`src/rtl/clk_div_pkg.sv`:
```
// ============================================================================
// Module      : clk_div_pkg
// Description : Shared state encoding and half-period helper for clk_div_ctrl.
// Revision    : 1.0 - initial release
// ============================================================================
`default_nettype none

package clk_div_pkg;

    typedef enum logic [1:0] {
        STOP = 2'd0,
        RUN  = 2'd1,
        PEND = 2'd2
    } state_t;

    // Half-period in reference cycles for a requested output frequency.
    function automatic int unsigned half_calc(input int unsigned freq, input int unsigned ref_clk);
        return ref_clk / (2 * freq);
    endfunction

endpackage

`default_nettype wire

```
`src/rtl/clk_div_core.sv`:
```
// ============================================================================
// Module      : clk_div_core
// Description : Divide counter, clk_out toggle flop and tick/fall generation.
// Revision    : 1.0 - initial release
// ============================================================================
`default_nettype none

module clk_div_core #(
    parameter int unsigned NBITS = 32
) (
    input  logic             clk,
    input  logic             rst,
    input  logic             clear,
    input  logic             run,
    input  logic [NBITS-1:0] half,
    output logic             clk_out,
    output logic             tick,
    output logic             fall
);

    localparam logic [NBITS-1:0] c_ONE = NBITS'(1);

    logic [NBITS-1:0] r_cnt;
    logic             r_clk_out;
    logic             r_tick;
    logic             w_wrap;

    assign w_wrap  = run && (r_cnt == (half - c_ONE));
    // Boundary strobe: this edge's toggle takes clk_out from 1 to 0.
    assign fall    = w_wrap && r_clk_out;
    assign clk_out = r_clk_out;
    assign tick    = r_tick;

    always_ff @(posedge clk) begin
        if (rst || clear) begin
            r_cnt     <= '0;
            r_clk_out <= 1'b0;
            r_tick    <= 1'b0;
        end else if (run) begin
            if (w_wrap) begin
                r_cnt     <= '0;
                r_clk_out <= ~r_clk_out;
                r_tick    <= 1'b1;
            end else begin
                r_cnt     <= r_cnt + c_ONE;
                r_tick    <= 1'b0;
            end
        end else begin
            r_tick <= 1'b0;
        end
    end

endmodule

`default_nettype wire

```
`src/rtl/clk_div_ctrl.sv`:
```
// ============================================================================
// Module      : clk_div_ctrl
// Description : Glitch-free programmable clock divider with reload handshake.
// Revision    : 1.0 - initial release
// ============================================================================
`default_nettype none

module clk_div_ctrl
    import clk_div_pkg::*;
#(
    parameter int unsigned      NBITS           = 32,
    parameter int unsigned      REFERENCE_CLOCK = 50_000_000,
    parameter int unsigned      FREQUENCY       = 150_000,
    parameter logic [NBITS-1:0] DEFAULT_HALF    = NBITS'(half_calc(FREQUENCY, REFERENCE_CLOCK))
) (
    input  logic             clk_in,
    input  logic             reset,
    input  logic             enable,
    input  logic             cfg_valid,
    input  logic [NBITS-1:0] cfg_half,
    output logic             cfg_ready,
    output logic             cfg_done,
    output logic             cfg_err,
    output logic [NBITS-1:0] active_half,
    output logic             clk_out,
    output logic             tick,
    output logic             running
);

    state_t           r_state;
    state_t           w_state_n;
    logic [NBITS-1:0] r_active_half;
    logic [NBITS-1:0] w_half_n;
    logic [NBITS-1:0] r_shadow;
    logic [NBITS-1:0] w_shadow_n;
    logic             r_done;
    logic             w_done_n;
    logic             r_err;
    logic             w_err_n;
    logic             w_clear;
    logic             w_run;
    logic             w_fall;
    logic             w_clk_out;
    logic             w_hs;
    logic             w_zero;
    logic             w_accept;

    assign cfg_ready   = (r_state != PEND);
    assign cfg_done    = r_done;
    assign cfg_err     = r_err;
    assign active_half = r_active_half;
    assign running     = (r_state != STOP);
    assign clk_out     = w_clk_out;

    assign w_hs     = cfg_valid && cfg_ready;
    assign w_zero   = (cfg_half == '0);
    assign w_accept = w_hs && !w_zero;
    assign w_run    = (r_state != STOP);

    clk_div_core #(
        .NBITS (NBITS)
    ) u_core (
        .clk     (clk_in),
        .rst     (reset),
        .clear   (w_clear),
        .run     (w_run),
        .half    (r_active_half),
        .clk_out (w_clk_out),
        .tick    (tick),
        .fall    (w_fall)
    );

    always_ff @(posedge clk_in) begin
        if (reset) begin
            r_state       <= STOP;
            r_active_half <= DEFAULT_HALF;
            r_shadow      <= '0;
            r_done        <= 1'b0;
            r_err         <= 1'b0;
        end else begin
            r_state       <= w_state_n;
            r_active_half <= w_half_n;
            r_shadow      <= w_shadow_n;
            r_done        <= w_done_n;
            r_err         <= w_err_n;
        end
    end

    always_comb begin
        w_state_n  = r_state;
        w_half_n   = r_active_half;
        w_shadow_n = r_shadow;
        w_done_n   = 1'b0;
        w_err_n    = w_hs && w_zero;
        w_clear    = 1'b0;
        case (r_state)
            STOP: begin
                w_clear = 1'b1;
                if (w_accept) begin
                    w_half_n = cfg_half;
                    w_done_n = 1'b1;
                end
                if (enable) begin
                    w_state_n = RUN;
                end
            end
            RUN: begin
                // A new value is never dropped; a stop request is then honoured at the reload boundary.
                if (w_accept) begin
                    w_shadow_n = cfg_half;
                    w_state_n  = PEND;
                end else if (!enable) begin
                    if (!w_clk_out) begin
                        w_state_n = STOP;
                        w_clear   = 1'b1;
                    end else if (w_fall) begin
                        w_state_n = STOP;
                    end
                end
            end
            PEND: begin
                if (w_fall) begin
                    w_half_n  = r_shadow;
                    w_done_n  = 1'b1;
                    w_state_n = enable ? RUN : STOP;
                end
            end
            default: begin
                w_state_n = STOP;
            end
        endcase
    end

endmodule

`default_nettype wire

```
`config.mk`:
```
export PLATFORM = sky130hd
export DESIGN_NAME = clk_div_ctrl
export DESIGN_NICKNAME = d
export VERILOG_FILES = /design/src/rtl/clk_div_pkg.sv /design/src/rtl/clk_div_core.sv /design/src/rtl/clk_div_ctrl.sv
export SDC_FILE = /design/constraint.sdc
export NUM_CORES = 1
export LEC_CHECK = 0
export CAP_MARGIN = 15
export CELL_PAD_IN_SITES_DETAIL_PLACEMENT = 1
export CELL_PAD_IN_SITES_GLOBAL_PLACEMENT = 2
export CORE_ASPECT_RATIO = 0.75
export CORE_UTILIZATION = 41
export DETAILED_ROUTE_END_ITERATION = 10
export DONT_BUFFER_PORTS = 1
export PLACE_DENSITY = 0.95
export SYNTH_ARGS = -nofsm -noshare
export SYNTH_HDL_FRONTEND = slang
export SYNTH_SLANG_ARGS = --single-unit
```
`constraint.sdc`:
```
create_clock -name clk_in -period 9.48 [get_ports clk_in]
set_input_delay 1.422 -clock clk_in [delete_from_list [all_inputs] [get_ports clk_in]]
set_output_delay 1.422 -clock clk_in [all_outputs]
set_load 0.1 [all_outputs]
```
==> results of run 1 <==
-- cell type report --
cell class | count | share of cell area, %
flip-flops and latches | 102 | 32.5
multi-input cells | 536 | 55.1
clock buffers | 9 | 3.59
inverters | 7 | 0.418
well taps | 171 | 3.41
repair buffers | 25 | 3.11
clock inverters | 7 | 1.87
-- power by group --
group / internal [µW] / switching [µW]
sequential: 444 / 44.3
clock: 259 / 174
combinational: 59.0 / 131
total: 762 / 350
-- kinds of logic (layout without fill, tap and decap cells) --
logic type               Yosys count  in the layout  synth area share (%)
XOR/XNOR                          64             64                  9.81
buffers and inverters             53             48                  3.98
adder cells (fa/ha/maj)            2              2                 0.438
flip-flops                       102            102                  35.7
multiplexers                      65             65                  12.1
AO/OA/AOI/OAI                     82             82                  9.57
AND/OR/NAND/NOR                  323            323                  28.4
-- sequential cells by signal, summed over array words and instances, names as in the netlist --
name,flops
r_shadow,32
u_core.tick,1
active_half,32
u_core.clk_out,1
cfg_err,1
cfg_done,1
r_state,2
u_core.r_cnt,32
-- per-stage QoR --
stage               util, %  area (µm²)
global route           47.3        6280
global placement       44.6        5920
CTS                    47.1        6260
finish                 47.3        6280
floorplan                 -        5720
detailed placement     44.6        5920
-- worst register-to-register path, stage by stage (launching register included) --
cell and delay (ns):
dfxtp_1 0.70, inv_1 0.23, ha_1 0.28, or4b_1 0.61, nor3_1 0.89, a31oi_1 0.19, a211oi_1 0.29, o21ai_0 0.24
nor3b_1 0.22, a21oi_4 0.90, mux2_2 0.45
-- cells in the final DEF, fill, tap and decap left out, types with 3 or more instances in the layout --
master and n:
a211oi_1 6, a21oi_1 39, a41oi_1 3, and3_1 4, and4_1 3, buf_4 24, bufinv_16 3, clkbuf_16 9
dfxtp_1 101, inv_1 7, mux2_1 4, mux2_2 24, mux2i_1 36, nand2_1 84, nand2b_1 6, nand3_1 14
nand4_1 17, nand4b_1 3, nor2_1 88, nor2b_1 35, nor3_1 12, nor4_1 20, nor4b_1 3, o211ai_1 4
o21ai_0 6, or3_1 11, or4_1 12, xnor2_1 29, xor2_1 35
-- worst max-delay path by stage --
stage              startpoint              end  slack (ns)  cells past startpoint
5_1_grt        active_half[0]   active_half[0]        4.17                     10
3_3_place_gp   active_half[0]   active_half[0]        4.63                      8
4_1_cts        active_half[0]  active_half[30]        4.43                      8
6_report       active_half[0]   active_half[4]        4.38                     10
3_5_place_dp   active_half[0]   active_half[0]        4.46                      8
2_1_floorplan  active_half[0]  active_half[22]        5.31                     11
-- layer usage --
| layer | wire length (µm) | global-route usage, % | up-vias |
|---|---|---|---|
| met2 | 7970 | 40.2 | 127 |
| met5 | 0 | 0 | - |
| met1 | 7400 | 29.3 | 2480 |
| li1 | - | - | 2392 |
| met3 | 1090 | 6.77 | 27 |
| met4 | 262 | 6.26 | 0 |
==> results.md, run 1 <==
* Pwr Total at 1110 µW
* Final worst-path cycle share at 53.8%
* Worst setup slack for register-to-register paths at 4.38 ns
* End of the worst hold path: r_shadow[18]
* Fin cells at 857
* Wire length of the first global-routing pass at 27.4 mm
* Hold-fix buffers at CTS at 0
* Worst VDD drop at 0.0870 mV
* Number of H-tree levels at 3
* Layout net count at 719
* Cells traversed along the worst timing path: inv_1, ha_1, or4b_1, nor3_1, a31oi_1, a211oi_1, o21ai_0, nor3b_1, a21oi_4, mux2_2
* Count of state elements after synthesis at 102
* Worst Setup Path Type: reg -> reg
* Antenna Cells at 0
* Fraction of layout instances using a drive strength above 1 at 11.2%
* Status: complete, but fails checks
* Worst r2r src: active_half[0]
* Slowest stage cell on the critical path: a21oi_4
* Reported leakage power at 0.00218 µW
* Total via count in the routed design at 5,026
* Placement Rows at 36
* Hold WC Path Type: reg -> reg
* Slew at the pin with the worst max-slew slack at 1.20 ns
* Max-slew headroom at the worst pin at 19.9%
* Worst Hold Slack at 0.453 ns
* Boundary pin count at 74
* # clock sinks at 102
* Buffer type at the clock tree root: clkbuf_16
* Post-DP HPWL at 12.0 mm
* Reg-to-reg critical path endpoint: active_half[4]
* Clock latency on the worst-skew pair at 0.35 ns
* Initial DRC count at 296
* TritonRoute pass-1 iters at 7
* Overall overflow remaining after global route at 0
* Critical path launch point type: flop
* Top cell type by total area after synthesis: dfxtp_1
* Depth of the worst register-to-register path at 10
* Synth Flop Type: dfxtp_1
* Fill cell instance count of the final layout at 1,567
* Effective utilization at floorplan at 43.0%
* Required arrival time at the worst endpoint at 9.72 ns
* YS warnings at 0
* Antenna violations before repair at 0
* Setup slack after layout at 4.38 ns
* Post-place setup slack at 4.46 ns
* Seq/Total Area, Yosys at 35.7%
* Post-DRT Antenna Nets at 0
* Setup clock skew after layout at 0.0118 ns
* Worst stage delay on the critical path at 0.90 ns
* EDFF count, synth at 0
* Power Density at 177 nW/µm²
* Post-synthesis cell type count at 60
* Max-slew violation count at 0
* Post-Synthesis Net Count at 729
* DIE HEIGHT at 104 µm
* Maximum number of pins on one net before global-route repair at 103
* Die outline width at 138 µm
* Share of the synthesized area in the top cell type at 35.7%
* Wirelength per Cell at 19.5 µm
* Count leader, synth: dfxtp_1
* Post-detailed-routing wire length at 16.7 mm
* Clock slew seen by the registers of the worst setup and hold paths at 0.08 ns
* Area used by sequential logic in the layout at 2040 µm²
* Critical path buffers and inverters at 1
* Number of max-cap violations at 0
* Post-synthesis instance total at 691
* Via count of the first global-routing pass at 5,214
* GPL Wtd Cong at 0.893
* Hold violation total from the final report at 0
* Arrival @ worst endpoint at 5.34 ns
* Average cell area after synthesis at 8.27 µm²
* Total placed cells including tap cells at 840
* Gr usage total at 23.7%
* Most used standard cells in the synthesized netlist: dfxtp_1, nor2_1, nand2_1, a21oi_1
* Vias per cell at 5.86
* Crit Path Max Fanout at 33
* TritonCTS clock tree: done
* Number of failing setup endpoints in the final timing report at 0
* Total Negative Setup Slacks at 0 ns
* DRC errors left at 10
* Die outline area at 14,400 µm²
* Proportion of register bits with asynchronous set or reset after synthesis at 0%
* Hold path startpoint: r_shadow[18]
* Post-synthesis instance area at 5720 µm²
* Fmax at 0.196 GHz
* Setup fix buffers added after clock tree synthesis at 0
* Clock tree buffer depth at 2
* Unrepaired setup endpoints after global routing: no
* Crit-path leading delay family: simple AND/OR/NAND/NOR gates
* Hold Crit Depth at 2
* Largest cells by area after synthesis: dfxtp_1, mux2i_1, nor2_1
* Area growth, synth to finish at 9.87%
* Cts bufs inserted at 9
* Nature of the critical path endpoint: flop
* Crit path time final at 5.10 ns
* Cts repair resizes at 0
* Violations in the final reports: DRC
* Core footprint at 13,300 µm²
* Area of combinational cells with multiple inputs at 3460 µm²
* Number of input and output port buffers inserted at 0
No activity file was read; power rests on OpenSTA's default activity.
==> run 2: changes to the inputs <==
--- a/config.mk
+++ b/config.mk
@@ -9,10 +9,10 @@
 export CELL_PAD_IN_SITES_DETAIL_PLACEMENT = 1
 export CELL_PAD_IN_SITES_GLOBAL_PLACEMENT = 2
 export CORE_ASPECT_RATIO = 0.75
-export CORE_UTILIZATION = 41
+export CORE_UTILIZATION = 38
 export DETAILED_ROUTE_END_ITERATION = 10
 export DONT_BUFFER_PORTS = 1
-export PLACE_DENSITY = 0.95
+export PLACE_DENSITY = 0.91
 export SYNTH_ARGS = -nofsm -noshare
 export SYNTH_HDL_FRONTEND = slang
 export SYNTH_SLANG_ARGS = --single-unit
==> constraint.sdc (replaced) <==
create_clock -name clk_in -period 5.2 [get_ports clk_in]
set_input_delay 0.78 -clock clk_in [delete_from_list [all_inputs] [get_ports clk_in]]
set_output_delay 0.78 -clock clk_in [all_outputs]
set_load 0.1 [all_outputs]
==> results.md, run 2 (synthesis results as in run 1) <==
* Maximum number of pins on one net before global-route repair at 103 (unchanged)
* Slew at the pin with the worst max-slew slack at 1.23 ns (+0.0250 ns)
* Reported leakage power at 0.00223 µW (+2.3%)
* Worst Setup Path Type: reg -> reg
* Max-slew violation count at 0 (unchanged)
* Hold Crit Depth at 2 (unchanged)
* Placement Rows at 38 (+5.6%)
* Post-DP HPWL at 12.6 mm (+4.9%)
* Commonest cells after routing, fill and taps aside: dfxtp_1, nor2_1, nand2_1, a21oi_1, buf_4
* Power Density at 309 nW/µm² (+74%)
* Required arrival time at the worst endpoint at 5.45 ns (-4.27 ns)
* Nature of the critical path endpoint: flop
* Number of max-cap violations at 0 (unchanged)
* Fraction of layout instances using a drive strength above 1 at 12.9% (+1.7 points)
* Layout net count at 732 (+1.8%)
* Vias per cell at 5.56 (-5.1%)
* Antenna Cells at 0 (unchanged)
* Cells traversed along the worst timing path: buf_4, inv_1, ha_1, or4b_1, or3_1, nor4_1, a2111oi_0, o221ai_1, nor3_1, a21oi_4, mux2_2
* Initial DRC count at 245 (-17%)
* Total placed cells including tap cells at 882 (+5.0%)
* Buffer type at the clock tree root: clkbuf_16
* Wirelength per Cell at 18.7 µm (-4.2%)
* Clock latency on the worst-skew pair at 0.36 ns (about the same)
* Core footprint at 14,600 µm² (+9.8%)
* Wire length of the first global-routing pass at 27.3 mm (-0.40%)
* GPL Wtd Cong at 0.868 (-2.8%)
* Slowest stage cell on the critical path: a21oi_4
* Crit path time final at 4.59 ns (-0.511 ns)
* Pwr Total at 1970 µW (+77%)
* Fin cells at 899 (+4.9%)
* Antenna violations before repair at 0 (unchanged)
* Number of H-tree levels at 3 (unchanged)
* Crit Path Max Fanout at 33 (unchanged)
* # clock sinks at 102 (unchanged)
* Critical path launch point type: flop
* Setup clock skew after layout at 0.00697 ns (-0.00479 ns)
* Cts bufs inserted at 9 (unchanged)
* Total via count in the routed design at 5,001 (-0.50%)
* Status: completed
* Hold WC Path Type: reg -> reg
* Cts repair resizes at 0 (unchanged)
* Boundary pin count at 74 (unchanged)
* Worst VDD drop at 0.156 mV (+80%)
* Post-detailed-routing wire length at 16.8 mm (+0.45%)
* Worst stage delay on the critical path at 0.91 ns (about the same)
* Reg-to-reg critical path endpoint: active_half[20]
* TritonCTS clock tree: done
* End of the worst hold path: r_shadow[6]
* Worst r2r src: active_half[0]
* Worst setup slack for register-to-register paths at 0.61 ns (-3.77 ns)
* Number of input and output port buffers inserted at 0 (unchanged)
* Clock slew seen by the registers of the worst setup and hold paths at 0.08 ns (about the same)
* Via count of the first global-routing pass at 5,272 (+1.1%)
* DRC errors left at 0 (-10)
* Crit-path leading delay family: simple AND/OR/NAND/NOR gates
* Clock tree buffer depth at 2 (unchanged)
* DIE HEIGHT at 108 µm (+3.8%)
* Hold-fix buffers at CTS at 0 (unchanged)
* Overall overflow remaining after global route at 0 (unchanged)
* Setup fix buffers added after clock tree synthesis at 0 (unchanged)
* Depth of the worst register-to-register path at 11 (+1)
* Post-DRT Antenna Nets at 0 (unchanged)
* Die outline width at 144 µm (+3.8%)
* Total Negative Setup Slacks at 0 ns (unchanged)
* Effective utilization at floorplan at 39.2% (-3.9 points)
* Hold violation total from the final report at 0 (unchanged)
* Gr usage total at 22.9% (-0.76 points)
* Arrival @ worst endpoint at 4.83 ns (-0.51 ns)
* Critical path buffers and inverters at 2 (+1)
* Most common cell after layout, fill and taps aside: dfxtp_1
* Fmax at 0.218 GHz (+11%)
* Unrepaired setup endpoints after global routing: no
* Hold path startpoint: r_shadow[6]
* Number of failing setup endpoints in the final timing report at 0 (unchanged)
* Max-slew headroom at the worst pin at 18.2% (-1.7 points)
* Area growth, synth to finish at 11.8%
* CP Depth at 11 (+1)
* TritonRoute pass-1 iters at 4 (-3)
* Final worst-path cycle share at 88.2% (+34 points)
* Die outline area at 15,500 µm² (+7.8%)
* Share of the core filled with cells in the final layout at 43.8% (-3.5 points)
## run 2: stage by stage
step | setup WS [ns] | hold slack [ns] | cell area [µm²]
after floorplan | 1.03 | 0.436 | 5720
after global placement | 0.910 | 0.437 | 6060
after detailed placement | 0.635 | 0.445 | 6060
after CTS | 0.625 | 0.455 | 6370
after global routing | 0.384 | 0.464 | 6390
final | 0.612 | 0.454 | 6390
## run 2: worst max-delay path by stage
stage              startpoint  slack [ns]              end
2_1_floorplan  active_half[0]        1.03  active_half[22]
3_3_place_gp   active_half[0]        0.91   active_half[0]
3_5_place_dp   active_half[0]        0.64  active_half[20]
4_1_cts        active_half[0]        0.62  active_half[20]
5_1_grt        active_half[0]        0.38  active_half[20]
6_report       active_half[0]        0.61  active_half[20]
## run 2: layout make-up
class	instances	area, µm²
Multi-Input combinational cell	536	3460
Sequential cell	102	2040
Timing Repair Buffer	38	293
Fill cell	1754	8210
Tap cell	200	250
Clock buffer	10	239
Inverter	7	26.3
Clock inverter	6	77.6
## run 2: routing by layer
layer | share of wire, % | GRT usage, %
met1 | 44 | 28.0
met2 | 47 | 39.2
met3 | 7.5 | 6.78
met4 | 1.3 | 6.08
met5 | 0 | 0
## run 2: worst min-delay path: cells and delay by family, from the launching register on
| kind | cells | cell delay [ns] |
|---|---|---|
| AO/OA/AOI/OAI | 1 | 0.05 |
| AND/OR/NAND/NOR | 1 | 0.05 |
| flip-flops | 1 | 0.31 |
## run 2: power by group
| group | internal [µW] | switching, µW |
|---|---|---|
| combinational | 114 | 289 |
| sequential | 809 | 31.2 |
| clock | 396 | 331 |
==> run 3: changes to the inputs <==
--- a/config.mk
+++ b/config.mk
@@ -5,14 +5,14 @@
 export SDC_FILE = /design/constraint.sdc
 export NUM_CORES = 1
 export LEC_CHECK = 0
+export BUFFER_PORTS_ARGS = -buffer_cell sky130_fd_sc_hd__buf_2
 export CAP_MARGIN = 15
 export CELL_PAD_IN_SITES_DETAIL_PLACEMENT = 1
 export CELL_PAD_IN_SITES_GLOBAL_PLACEMENT = 2
 export CORE_ASPECT_RATIO = 0.75
-export CORE_UTILIZATION = 38
+export CORE_UTILIZATION = 35
 export DETAILED_ROUTE_END_ITERATION = 10
-export DONT_BUFFER_PORTS = 1
-export PLACE_DENSITY = 0.91
+export PLACE_DENSITY = 0.92
 export SYNTH_ARGS = -nofsm -noshare
 export SYNTH_HDL_FRONTEND = slang
 export SYNTH_SLANG_ARGS = --single-unit
==> results.md, run 3 (synthesis results as in run 1) <==
* TritonRoute pass-1 iters at 4 (unchanged)
* Setup fix buffers added after clock tree synthesis at 0 (unchanged)
* Worst r2r src: active_half[4]
* TritonCTS clock tree: done
* Unrepaired setup endpoints after global routing: no
* Critical path startpoint: active_half[4]
* Cts repair resizes at 0 (unchanged)
* Core footprint at 16,000 µm² (+9.4%)
* Initial DRC count at 213 (-13%)
* Overall overflow remaining after global route at 0 (unchanged)
* Number of input and output port buffers inserted at 73 (+73)
* Number of H-tree levels at 3 (unchanged)
* Max-slew violation count at 0 (unchanged)
* Clock tree buffer depth at 2 (unchanged)
* Maximum number of pins on one net before global-route repair at 64 (-38%)
* Total via count in the routed design at 5,115 (+2.3%)
* # clock sinks at 102 (unchanged)
* Arrival @ worst endpoint at 4.72 ns (-0.11 ns)
* Fraction of layout instances using a drive strength above 1 at 17.6% (+4.7 points)
* Clock latency on the worst-skew pair at 0.36 ns (about the same)
* Critical path launch point type: flop
* Reg-to-reg critical path endpoint: active_half[4]
* Layout net count at 773 (+5.6%)
* Final design area excluding fillers at 6510 µm² (+1.9%)
* Boundary pin count at 74 (unchanged)
* Via count of the first global-routing pass at 4,865 (-7.7%)
* Nature of the critical path endpoint: flop
* Reported leakage power at 0.00238 µW (+6.9%)
* Effective utilization at floorplan at 35.8% (-3.4 points)
* Slew at the pin with the worst max-slew slack at 1.16 ns (-0.0681 ns)
* Die outline width at 150 µm (+4.1%)
* Wirelength per Cell at 17.3 µm (-7.6%)
* Hold violation total from the final report at 0 (unchanged)
* Required arrival time at the worst endpoint at 5.45 ns (about the same)
* Vias per cell at 5.38 (-3.2%)
* GPL Wtd Cong at 0.858 (-1.2%)
* Final worst-path cycle share at 85.9% (-2.3 points)
* Hold Crit Depth at 2 (unchanged)
* Fmax at 0.224 GHz (+2.7%)
* Post-detailed-routing wire length at 16.4 mm (-2.4%)
* Status: completed
* Depth of the worst register-to-register path at 8 (-3)
* Max-slew headroom at the worst pin at 22.8% (+4.7 points)
* Worst setup slack for register-to-register paths at 0.73 ns (+0.12 ns)
* Hold WC Path Type: reg -> reg
* Clock slew seen by the registers of the worst setup and hold paths at 0.07 ns (about the same)
* Hold path startpoint: r_shadow[6]
* Area growth, synth to finish at 13.9%
* Hold-fix buffers at CTS at 0 (unchanged)
* Commonest cells after routing, fill and taps aside: dfxtp_1, nor2_1, nand2_1, buf_2, a21oi_1
* Die outline area at 16,900 µm² (+8.4%)
* Number of failing setup endpoints in the final timing report at 0 (unchanged)
* Post-DP HPWL at 12.1 mm (-3.4%)
* Gr usage total at 20.1% (-2.8 points)
* DIE HEIGHT at 113 µm (+4.1%)
* Setup clock skew after layout at 0.00720 ns (+0.000232 ns)
* Crit path time final at 4.47 ns (-0.121 ns)
* Total Negative Setup Slacks at 0 ns (unchanged)
* Power Density at 303 nW/µm² (-1.8%)
* Share of the core filled with cells in the final layout at 40.8% (-3.0 points)
* Most common cell after layout, fill and taps aside: dfxtp_1
* Post-DRT Antenna Nets at 0 (unchanged)
* Placement Rows at 40 (+5.3%)
* Buffer type at the clock tree root: clkbuf_16
* Worst Setup Path Type: reg -> reg
* Worst VDD drop at 0.171 mV (+9.4%)
* Crit Path Max Fanout at 33 (unchanged)
* Wire length of the first global-routing pass at 26.3 mm (-3.7%)
* DRC errors left at 0 (unchanged)
* Antenna violations before repair at 0 (unchanged)
* Post-DP Area at 6200 µm² (+2.4%)
* End of the worst hold path: r_shadow[6]
* Number of max-cap violations at 0 (unchanged)
* Antenna Cells at 0 (unchanged)
* Cts bufs inserted at 9 (unchanged)
==> run 3: cell types whose count changed in the layout (fill, tap and decap cells not counted) <==
| cell | previous run | this run |
|---|---|---|
| clkinv_4 | 1 | 0 |
| buf_2 | 0 | 73 |
| clkinvlp_4 | 1 | 0 |
| buf_8 | 1 | 0 |
| buf_4 | 37 | 6 |
| clkbuf_1 | 0 | 1 |
| clkinv_2 | 0 | 1 |
| inv_6 | 1 | 2 |
| inv_8 | 2 | 1 |
==> run 3: final cells by class <==
type / count / area, µm²
fillers: 1948 / 9460
repair buffers: 79 / 410
clock inverters: 5 / 63.8
clock buffers: 11 / 243
well taps: 210 / 263
flip-flops and latches: 102 / 2040
inverters: 7 / 26.3
multi-input cells: 536 / 3460
==> run 3: layer usage <==
layer,global-route usage (%),routed length [µm],vias to the layer above
met5,0,0,-
met4,3.40,110,0
met3,4.59,732,11
met2,30.4,7410,99
met1,29.2,8140,2502
li1,-,-,2503
==> run 3: worst max path at each step <==
| stage | cells past startpoint | end |
|---|---|---|
| global route | 8 | active_half[27] |
| global placement | 8 | active_half[0] |
| floorplan | 11 | active_half[22] |
| detailed placement | 8 | active_half[30] |
| finish | 8 | active_half[4] |
| CTS | 8 | active_half[30] |
==> run 3: critical path, stage by stage, from the launching register on <==
cell,delay (ns)
dfxtp_1,0.39
or3_1,0.56
or4_1,0.78
or4_4,0.61
mux2_4,0.32
o32ai_4,0.29
nor3b_1,0.13
a21oi_4,0.83
mux2_2,0.42
==> run 3: power breakdown <==
part	switching [µW]	internal, µW	total (µW)
clock network	315	393	708
registers	42.1	810	852
logic	299	114	413
==> run 3: through the flow <==
step / instances / power (µW) / setup slack [ns] / hold slack [ns]
after floorplan: 691 / 1180 / 1.03 / 0.436
final: 950 / 1970 / 0.733 / 0.457
after global routing: 950 / 2060 / 0.523 / 0.480
after detailed placement: 934 / 1280 / 0.777 / 0.450
after CTS: 950 / 1990 / 0.752 / 0.460
after global placement: 934 / 1270 / 0.893 / 0.440
